`src/rtl/fcc_arb_pkg.sv`:
```
// Shared constants and types for the flash channel controller request arbiter.
// Holds the 264-bit request entry layout (CID and opcode field positions).
// No logic; imported by the arbiter top.
package fcc_arb_pkg;

  localparam int REQ_ENTRY_W = 264;
  localparam int CID_LSB     = 16;
  localparam int CID_MSB     = 31;
  localparam int OPC_LSB     = 0;
  localparam int OPC_MSB     = 15;

  typedef logic [REQ_ENTRY_W-1:0] req_entry_t;

endpackage

```
`src/rtl/fcc_rr_picker.sv`:
```
// Rotating-priority encoder: first eligible index searching upward from last_grant+1.
// Latency: purely combinational.
// Backpressure: none; the caller decides whether the pick is used.
module fcc_rr_picker #(
  parameter int N     = 4,
  parameter int IDX_W = $clog2(N)
) (
  input  logic [N-1:0]     eligible,
  input  logic [IDX_W-1:0] last_grant,
  output logic [N-1:0]     gnt_oh,
  output logic [IDX_W-1:0] gnt_idx,
  output logic             gnt_any
);

  logic [IDX_W-1:0] cand;

  // Walk the ring starting just after the previous winner; N is a power of two so index math wraps for free
  always_comb begin
    gnt_any = 1'b0;
    gnt_idx = '0;
    cand    = '0;
    for (int k = 1; k <= N; k++) begin
      cand = last_grant + IDX_W'(k);
      if (!gnt_any && eligible[cand]) begin
        gnt_any = 1'b1;
        gnt_idx = cand;
      end
    end
    gnt_oh = gnt_any ? (N'(1) << gnt_idx) : '0;
  end

endmodule

```
`src/rtl/fcc_req_arbiter.sv`:
```
// Round-robin arbiter sharing the 264-bit request entry port among REQ_NUM sources, CID stamped with source index.
// Latency: one cycle from s_req handshake to m_req_valid (registered output stage).
// Backpressure: s_req_ready only when the output register can load; per-source outstanding limit MAX_OUT.
// Optional FCC_ARB_STATS_EN builds per-source 32-bit grant counters; otherwise o_grant_cnt is tied to zero.
module fcc_req_arbiter
  import fcc_arb_pkg::*;
#(
  parameter int REQ_NUM = 4,
  parameter int MAX_OUT = 8,
  parameter int IDX_W   = $clog2(REQ_NUM),
  parameter int CNT_W   = $clog2(MAX_OUT + 1)
) (
  input  logic                         clk,
  input  logic                         rst_n,
  input  logic [REQ_NUM-1:0]           s_req_valid,
  output logic [REQ_NUM-1:0]           s_req_ready,
  input  logic [REQ_NUM*REQ_ENTRY_W-1:0] s_req_data,
  output logic                         m_req_valid,
  input  logic                         m_req_ready,
  output req_entry_t                   m_req_data,
  output logic [IDX_W-1:0]             m_req_src,
  input  logic                         i_cpl_valid,
  input  logic [15:0]                  i_cpl_cid,
  output logic [REQ_NUM*CNT_W-1:0]     o_outstanding,
  output logic                         o_cpl_err,
  output logic [REQ_NUM*32-1:0]        o_grant_cnt
);

  logic [IDX_W-1:0]   last_grant;
  logic [CNT_W-1:0]   cnt [REQ_NUM];
  logic [REQ_NUM-1:0] eligible;
  logic [REQ_NUM-1:0] gnt_oh;
  logic [IDX_W-1:0]   gnt_idx;
  logic               gnt_any;
  logic               load;
  logic               grant;
  logic [REQ_NUM-1:0] inc_vec;
  logic [REQ_NUM-1:0] dec_vec;
  logic [IDX_W-1:0]   cpl_idx;
  logic               cpl_on_zero;
  req_entry_t         sel_entry;

  // A source competes only while it has room under its outstanding limit (registered count)
  always_comb begin
    eligible = '0;
    for (int i = 0; i < REQ_NUM; i++) begin
      eligible[i] = s_req_valid[i] && (cnt[i] < CNT_W'(MAX_OUT));
    end
  end

  assign load        = !m_req_valid || m_req_ready;
  assign grant       = load && gnt_any;
  assign s_req_ready = grant ? gnt_oh : '0;

  fcc_rr_picker #(
    .N     (REQ_NUM),
    .IDX_W (IDX_W)
  ) u_picker (
    .eligible   (eligible),
    .last_grant (last_grant),
    .gnt_oh     (gnt_oh),
    .gnt_idx    (gnt_idx),
    .gnt_any    (gnt_any)
  );

  // Completion source lives in the top IDX_W bits of the CID
  assign cpl_idx     = IDX_W'(i_cpl_cid >> (16 - IDX_W));
  assign cpl_on_zero = i_cpl_valid && (cnt[cpl_idx] == '0);

  // Select the winning entry and overwrite the upper CID bits with its source index
  always_comb begin
    sel_entry = s_req_data[REQ_ENTRY_W*gnt_idx +: REQ_ENTRY_W];
    sel_entry[CID_MSB -: IDX_W] = gnt_idx;
  end

  // Per-source increment/decrement requests; a completion against an empty count is dropped
  always_comb begin
    inc_vec = grant ? gnt_oh : '0;
    dec_vec = '0;
    if (i_cpl_valid && !cpl_on_zero) begin
      dec_vec[cpl_idx] = 1'b1;
    end
  end

  // Output register stage: holds while the downstream FIFO stalls
  always_ff @(posedge clk or negedge rst_n) begin
    if (!rst_n) begin
      m_req_valid <= 1'b0;
      m_req_data  <= '0;
      m_req_src   <= '0;
      last_grant  <= IDX_W'(REQ_NUM - 1);
    end else if (load) begin
      m_req_valid <= gnt_any;
      if (gnt_any) begin
        m_req_data <= sel_entry;
        m_req_src  <= gnt_idx;
        last_grant <= gnt_idx;
      end
    end
  end

  // Outstanding counters: grant and completion in the same cycle cancel out
  always_ff @(posedge clk or negedge rst_n) begin
    if (!rst_n) begin
      for (int i = 0; i < REQ_NUM; i++) begin
        cnt[i] <= '0;
      end
    end else begin
      for (int i = 0; i < REQ_NUM; i++) begin
        case ({inc_vec[i], dec_vec[i]})
          2'b10:   cnt[i] <= cnt[i] + CNT_W'(1);
          2'b01:   cnt[i] <= cnt[i] - CNT_W'(1);
          default: cnt[i] <= cnt[i];
        endcase
      end
    end
  end

  // Sticky error: a completion arrived for a source with nothing outstanding
  always_ff @(posedge clk or negedge rst_n) begin
    if (!rst_n) begin
      o_cpl_err <= 1'b0;
    end else if (cpl_on_zero) begin
      o_cpl_err <= 1'b1;
    end
  end

  // Flatten the counter array onto the status port
  always_comb begin
    o_outstanding = '0;
    for (int i = 0; i < REQ_NUM; i++) begin
      o_outstanding[CNT_W*i +: CNT_W] = cnt[i];
    end
  end

`ifdef FCC_ARB_STATS_EN
  logic [31:0] gcnt [REQ_NUM];

  // Free-running per-source grant counters, wrapping naturally at 2^32
  always_ff @(posedge clk or negedge rst_n) begin
    if (!rst_n) begin
      for (int i = 0; i < REQ_NUM; i++) begin
        gcnt[i] <= '0;
      end
    end else begin
      for (int i = 0; i < REQ_NUM; i++) begin
        if (inc_vec[i]) begin
          gcnt[i] <= gcnt[i] + 32'd1;
        end
      end
    end
  end

  // Flatten grant counters onto the status port
  always_comb begin
    o_grant_cnt = '0;
    for (int i = 0; i < REQ_NUM; i++) begin
      o_grant_cnt[32*i +: 32] = gcnt[i];
    end
  end
`else
  assign o_grant_cnt = '0;
`endif

endmodule
```
`config.mk`:
```
export PLATFORM = sky130hd
export DESIGN_NAME = fcc_req_arbiter
export DESIGN_NICKNAME = d
export VERILOG_FILES = /design/src/rtl/fcc_arb_pkg.sv /design/src/rtl/fcc_rr_picker.sv /design/src/rtl/fcc_req_arbiter.sv
export SDC_FILE = /design/constraint.sdc
export NUM_CORES = 1
export LEC_CHECK = 0
export ABC_AREA = 1
export CORE_AREA = 3 3 574 576
export DETAILED_ROUTE_END_ITERATION = 6
export DIE_AREA = 0 0 577 579
export PLACE_DENSITY_LB_ADDON = 0.15
export SETUP_SLACK_MARGIN = 0.2
export SYNTH_ARGS = -nofsm -noshare
export SYNTH_HDL_FRONTEND = slang
export SYNTH_SLANG_ARGS = --single-unit
```
`constraint.sdc`:
```
create_clock -name clk -period 6.6 [get_ports clk]
set_input_delay 0.99 -clock clk [delete_from_list [all_inputs] [get_ports clk]]
set_output_delay 0.99 -clock clk [all_outputs]
set_load 0.005 [all_outputs]
```
# After elaboration in Yosys (flattened, before gate mapping)

Cells that the tools add are included.
Widths: inputs -> output; s select.

Bitwise gates (word level): 1
Multipliers: 1
Reduce and logical (&&, ||, !) cells: 23
Equal/unequal tests: 8
$add $sub $neg: 11
Multiplexer cells: 28
Magnitude comparators: 11
Shifts and indexed selects: 2

Operators with widths:

| operator             | number |
|---|---|
| $shiftx 1056x12->264 | 1 |
| $pmux 4 s2           | 4 |
| $mux 4               | 5 |
| $add 4x1->4 const B  | 4 |
| $lt 4x4->1 const B   | 4 |
| $sub 4x1->4 const B  | 4 |
| $lt 2x3->1 const B   | 5 |
| $logic_and 1x1->1    | 11 |
| $mux 1               | 9 |
| $bmux 1 s2           | 4 |
| $bmux 4 s2           | 1 |
| $eq 2x1->1 const B   | 4 |
| $eq 2x2->1 const B   | 4 |
| $mul 6x2->8 const A  | 1 |
| $mux 2               | 4 |
| $reduce_bool 2->1    | 4 |
| $logic_not 1->1      | 5 |
| $add 2x2->2 const B  | 2 |
| $logic_not 4->1      | 1 |
| $shl 1x2->4 const A  | 1 |
| $ge 3x3->1 const B   | 1 |
| $not 2->3            | 1 |
| $add 2x1->2 const B  | 1 |
| $demux 1 s2          | 1 |
| other kinds (3)      | 3 |

Bits of input ports: 1,080
Word-level logic and storage cells: 94
Output and inout bits: 416
Register bits after elaboration: 286

# Depth between registers and ports, before layout

Depth after elaboration: 19
Mapped depth: 23
Gate-level depth less buffers: 21

# Cells and area by module

From an unflattened synthesis, not the netlist that was laid out.

Cells, all modules: 3,253
Area total of the unflattened synthesis: 20,327.0 um^2

By module, submodules not included:

| module          | cells each | sequential area each (um^2) | area each (um^2) | times used |
|---|---|---|---|---|
| fcc_req_arbiter | 3,178      | 7,109.3                     | 19,947.9         | 1 |
| fcc_rr_picker   | 75         | 0.0                         | 379.1            | 1 |

# Worst setup path before layout

OpenSTA, ideal clock, no wires.

Path type: input-to-reg
From: in s_req_valid[2]
To: reg cnt, in the netlist o_outstanding[15]
Path slack: 3,084 ps
Required time: 6,478 ps
Cell stages on the path: 21
Setup time: 122 ps
Buffers on the path: 2
Data arrival time: 3,394 ps
Cells stage by stage: nand3_1 nand2_1 o21ai_2 nand2_1 nor2_1 nand3_1 nand2_1 buf_4 buf_2 nand2_1 nor2_1 inv_1 ha_1 ha_1 nand2_1 nor2_1 a211oi_1 nor2_1 nor2_1 nand2_1 xor2_1

Longest elaborated chain between the ends: 18
Elaborated cells between the ends (all ways): 31
Those cells by class: eq/ne: 2; shift: 1; mux: 19; reduce/logical: 9

Ends and longest elaborated chain:

| element                                         | RTL line               | text |
|---|---|---|
| start: declaration                              | fcc_req_arbiter.sv:15  | `input logic [REQ_NUM-1:0] s_req_valid,` |
| $logic_and 1x1->1 (*)                           | fcc_req_arbiter.sv:47  | `eligible[i] = s_req_valid[i] && (cnt[i] < CNT_W'(MAX_OUT));` |
| $bmux 1 s2                                      | fcc_rr_picker.sv:24    | `if (!gnt_any && eligible[cand]) begin` |
| $mux 1 (not written as such)                    | fcc_rr_picker.sv:24    |  |
| $mux 1                                          | fcc_rr_picker.sv:24    |  |
| $logic_not 1->1                                 | fcc_rr_picker.sv:24    |  |
| $logic_and 1x1->1                               | fcc_rr_picker.sv:24    |  |
| $mux 1                                          | fcc_rr_picker.sv:24    |  |
| $logic_not 1->1                                 | fcc_rr_picker.sv:24    |  |
| (+3 left out)                                   | --                     |  |
| $logic_and 1x1->1                               | fcc_rr_picker.sv:24    |  |
| $mux 2                                          | fcc_rr_picker.sv:24    |  |
| $shl 1x2->4                                     | fcc_rr_picker.sv:29    | `gnt_oh = gnt_any ? (N'(1) << gnt_idx) : '0;` |
| $mux 4                                          | fcc_rr_picker.sv:29    |  |
| $mux 4 (*)                                      | --                     |  |
| net s_req_ready[3]                              | fcc_req_arbiter.sv:16  | `output logic [REQ_NUM-1:0] s_req_ready,` |
| $eq 2x1->1 or $eq 2x2->1 (tied branches)        | fcc_req_arbiter.sv:110 | `case ({inc_vec[i], dec_vec[i]})` |
| $pmux 4 s2 or $reduce_bool 2->1 (tied branches) | --                     |  |
| end signal: indexed assignment                  | fcc_req_arbiter.sv:111 | `2'b10: cnt[i] <= cnt[i] + CNT_W'(1);` |
| end signal: indexed assignment                  | fcc_req_arbiter.sv:112 | `2'b01: cnt[i] <= cnt[i] - CNT_W'(1);` |
| end signal: indexed assignment                  | fcc_req_arbiter.sv:113 | `default: cnt[i] <= cnt[i];` |
| end: declaration                                | fcc_req_arbiter.sv:30  | `logic [CNT_W-1:0] cnt [REQ_NUM];` |

Mark *: on every way through the listed nets, which the timed path passes. The rest lies on a longest branch. The select of a mux whose other input is x is not followed.
A chain may end at the register's enable or synchronous reset.

# Final worst setup path

From: in s_req_valid[2]
To: out s_req_ready[3]

Longest elaborated chain between the ends: 16
Elaborated cells between the ends (all ways): 27
Those cells by class: shift: 1; mux: 18; reduce/logical: 8

Ends and longest elaborated chain:

| element                      | RTL line              | text |
|---|---|---|
| $logic_and 1x1->1 (*)        | fcc_req_arbiter.sv:47 |  |
| $bmux 1 s2                   | fcc_rr_picker.sv:24   |  |
| $mux 1 (not written as such) | fcc_rr_picker.sv:24   |  |
| $mux 1                       | fcc_rr_picker.sv:24   |  |
| $logic_not 1->1              | fcc_rr_picker.sv:24   |  |
| $logic_and 1x1->1            | fcc_rr_picker.sv:24   |  |
| $mux 1                       | fcc_rr_picker.sv:24   |  |
| $logic_not 1->1              | fcc_rr_picker.sv:24   |  |
| $logic_and 1x1->1            | fcc_rr_picker.sv:24   |  |
| $mux 1                       | fcc_rr_picker.sv:24   |  |
| $logic_not 1->1              | fcc_rr_picker.sv:24   |  |
| $logic_and 1x1->1            | fcc_rr_picker.sv:24   |  |
| $mux 2                       | fcc_rr_picker.sv:24   |  |
| $shl 1x2->4                  | fcc_rr_picker.sv:29   |  |
| $mux 4                       | fcc_rr_picker.sv:29   |  |
| $mux 4 (*)                   | fcc_req_arbiter.sv:53 | `assign s_req_ready = grant ? gnt_oh : '0;` |
| end: declaration             | fcc_req_arbiter.sv:16 |  |

Mark *: on every way between the ends. The rest lies on a longest branch, timed or not. The select of a mux whose other input is x is not followed.

==> summary.txt <==
Power
  – Max VDD drop: 0.464 mV
  – Leak: 23.2 nW
  – Design Power: ~25 mW
  – Power density cells: around 550 nW/um^2

Clocking
  – Reg clk slew, reported paths: 0.06 ns
  – Post-CTS Setup Repair Bufs: 0
  – Worst skew pair latency: approximately 0.68 ns
  – Num Clock Sinks: 284
  – Clock root cell: clkbuf_16
  – Number of CTS-inserted buffers: 50
  – CTS hold repair buffers: 0
  – CTS tree: yes
  – Post-CTS Resized: 0
  – CTS Buffer Depth: 3
  – H-tree Lvls: 2

Worst setup path
  – Max stage delay on crit path: a little over 0.6 ns
  – Critical path, cell by cell: clkdlybuf4s50_1 > nand3_1 > nand2_1 > o21ai_2 > nand4_1 > nand2_4 > nand2_4 > nor2_1 > clkdlybuf4s50_1
  – FF-to-FF path depth: 18
  – Worst endpoint required time: around 5.6 ns
  – Crit path depth: 9
  – Buffers & Inverters on Critical Path: 2
  – Slowest-stage cell, CP: clkdlybuf4s50_1
  – Crit path max-delay family: simple AND/OR/NAND/NOR gates
  – Worst Setup SP: s_req_valid[2]
  – CP arrival: a little over 4 ns
  – Crit path launch type: input pin
  – WS Path Type: input pin to output pin
  – RR Startpoint: last_grant[0]
  – CP endpoint kind: output pin
  – Crit path max fanout: 28

Detailed routing
  – DR pass1 iterations: 5
  – Drt total wl: 228,000 um
  – Vias/cell: 3.25
  – Vias: around 33,000
  – Starting DRT DRC Count: around 2,000
  – Post-route ant nets: 0
  – Detailed-route DRC error count: 0
  – Drt wl/cell: 22.6 um

Final layout
  – Layout Utilization: 13.9%
  – Nets: 6,820
  – P&R area growth vs syn: 76.3%
  – Layout cell share with drive strength beyond 1: 2.78%

Yosys
  – Sequential area share after synthesis: around 28%
  – Mapped Cells: 4,559
  – Distinct cells, synth: 27
  – EDFF count, synth: 0
  – Ys flop type: dfrtp_1
  – Synthesized area: roughly 26,000 sq um
  – Yosys warns: 0
  – Ys async rst share: between 90% and 100%
  – Flops & latches, synth: between 200 and 300
  – Post-Syn Area per Cell: around 5.6 sq um

GRT
  – Antenna violations before repair: around 160
  – Global-route wire length before repair: about 300,000 um
  – Total Routing Usage GR: a little over an eighth
  – Vias in the first global route: 33,216
  – Largest net degree at the start of global routing: between 100 and 150
  – Congestion Overflow GR: 0

Floorplanning
  – Core Region: around 320,000 sq um
  – Die Wd: between 500 and 600 um
  – Initial core utilization: 7.90%
  – Height of the chip: roughly 580 um
  – Die area: 334,000 sq um
  – Num ports: ~1,500
  – Num rows: about 210

STA
  – Final period utilization: 76.4%
  – Max Clock Skew: around 0.026 ns
  – Least-Margin Pin Slew: around 1.0 ns
  – Fmax: roughly 200 MHz
  – Final hold slack: 0.338 ns
  – Final Hold Fails: 0
  – Minimum clock period: roughly 5.0 ns
  – Slew Limit Headroom: between 30% and 40%
  – Fin Setup TNS: 0 ns
  – Final setup violation count: 0
  – Final Max Slew Viols: 0
  – Unrepaired setup endpoints after global routing: false

Worst hold path
  – Hold Crit Class: input pin to async pin

Job
  – Maxcap violations: 0

Place
  – Port Buffers: 1,345
  – DP Wirelength: roughly 190,000 um
  – Gp weighted congestion: ~0.86

Status
  – Status: finished, final reports clean
## stage by stage
stage	instances	setup slack, ns	area [sq um]
after floorplan	4686	3.08	26100
after global placement	9997	1.28	43300
after detailed placement	9997	1.31	43300
after CTS	10090	1.23	45100
after global routing	10094	1.16	45100
final	10105	1.56	45100
## cells in the final DEF (no fill, tap or decap), types with 8 or more instances in the layout
| master | count |
|---|---|
| nand2_1 | 1621 |
| clkdlybuf4s50_1 | 1344 |
| inv_1 | 1075 |
| nand3_1 | 1064 |
| dfrtp_1 | 282 |
| conb_1 | 128 |
| clkbuf_16 | 51 |
| buf_4 | 44 |
| nor2_1 | 26 |
| buf_12 | 17 |
| clkbuf_8 | 16 |
| diode_2 | 15 |
| ha_1 | 12 |
| o21ai_0 | 10 |
| xor2_1 | 8 |
| clkbuf_1 | 8 |
## flip-flops by register name (all words and copies together), names as in the netlist
signal	flops
o_outstanding	16
o_cpl_err	1
last_grant	2
m_req_valid	1
m_req_data	264
## power breakdown
group          internal, mW  switching (mW)  total, mW
registers              2.73           0.550       3.28
logic                  5.75            12.6       18.3
clock network          1.86            1.17       3.04
## routing by layer
metal / global-route usage [%] / wire length, um
met2: 22.3 / 108000
met4: 2.20 / 4120
met1: 15.9 / 95200
met5: 0 / 662
met3: 4.69 / 20100
## synth_stat cells, types with 2 or more instances
library cell  count  share of area, %
inv_1          1076                16
buf_4           140               4.1
nand3_1        1065                21
buf_6            11              0.48
fa_1              4              0.31
o21ai_0          10              0.20
buf_1            10              0.15
nand2_1        1624                24
nor2_1           28              0.41
a211oi_1          4              0.12
ha_1             12              0.59
clkbuf_1         80               1.2
nor3_1            5             0.098
a21oi_1           5             0.098
inv_2             3             0.044
dfstp_2           2              0.21
xor2_1            8              0.27
dfrtp_1         282                28
xnor2_1           4              0.14
buf_2           179               3.5
## final timing paths
| kind | end | slack, ns |
|---|---|---|
| max reg2reg | o_outstanding[3] | 2.27 |
| max in group asynchronous | m_req_data[105] | 4.96 |
| min | m_req_data[61] | 0.34 |
| min in group clk | m_req_data[226] | 0.47 |
| min reg2reg | m_req_data[226] | 0.47 |
| max | s_req_ready[3] | 1.56 |
## logic make-up (layout without fill, tap and decap cells)
| family | count (synthesis) | in the layout | synth area share [%] |
|---|---|---|---|
| simple gates | 2725 | 2725 | 45.2 |
| fa+ha+maj | 16 | 16 | 0.899 |
| other cells | 1 | 143 | 0.0146 |
| buf+inv | 1499 | 2578 | 25.2 |
| compound gates | 22 | 22 | 0.498 |
| flops | 284 | 284 | 27.8 |
| xor+xnor | 12 | 12 | 0.410 |
## layout make-up
type | instances | area (sq um)
Timing Repair Buffer | 1406 | 14100
Inverter | 1079 | 4060
Clock buffer | 75 | 1530
Multi-Input combinational cell | 2903 | 12600
Clock inverter | 18 | 290
Fill cell | 38160 | 279000
Tap cell | 4325 | 5410
Antenna cell | 15 | 37.5
Sequential cell | 284 | 7110
Power figures use the tool's default switching activity.
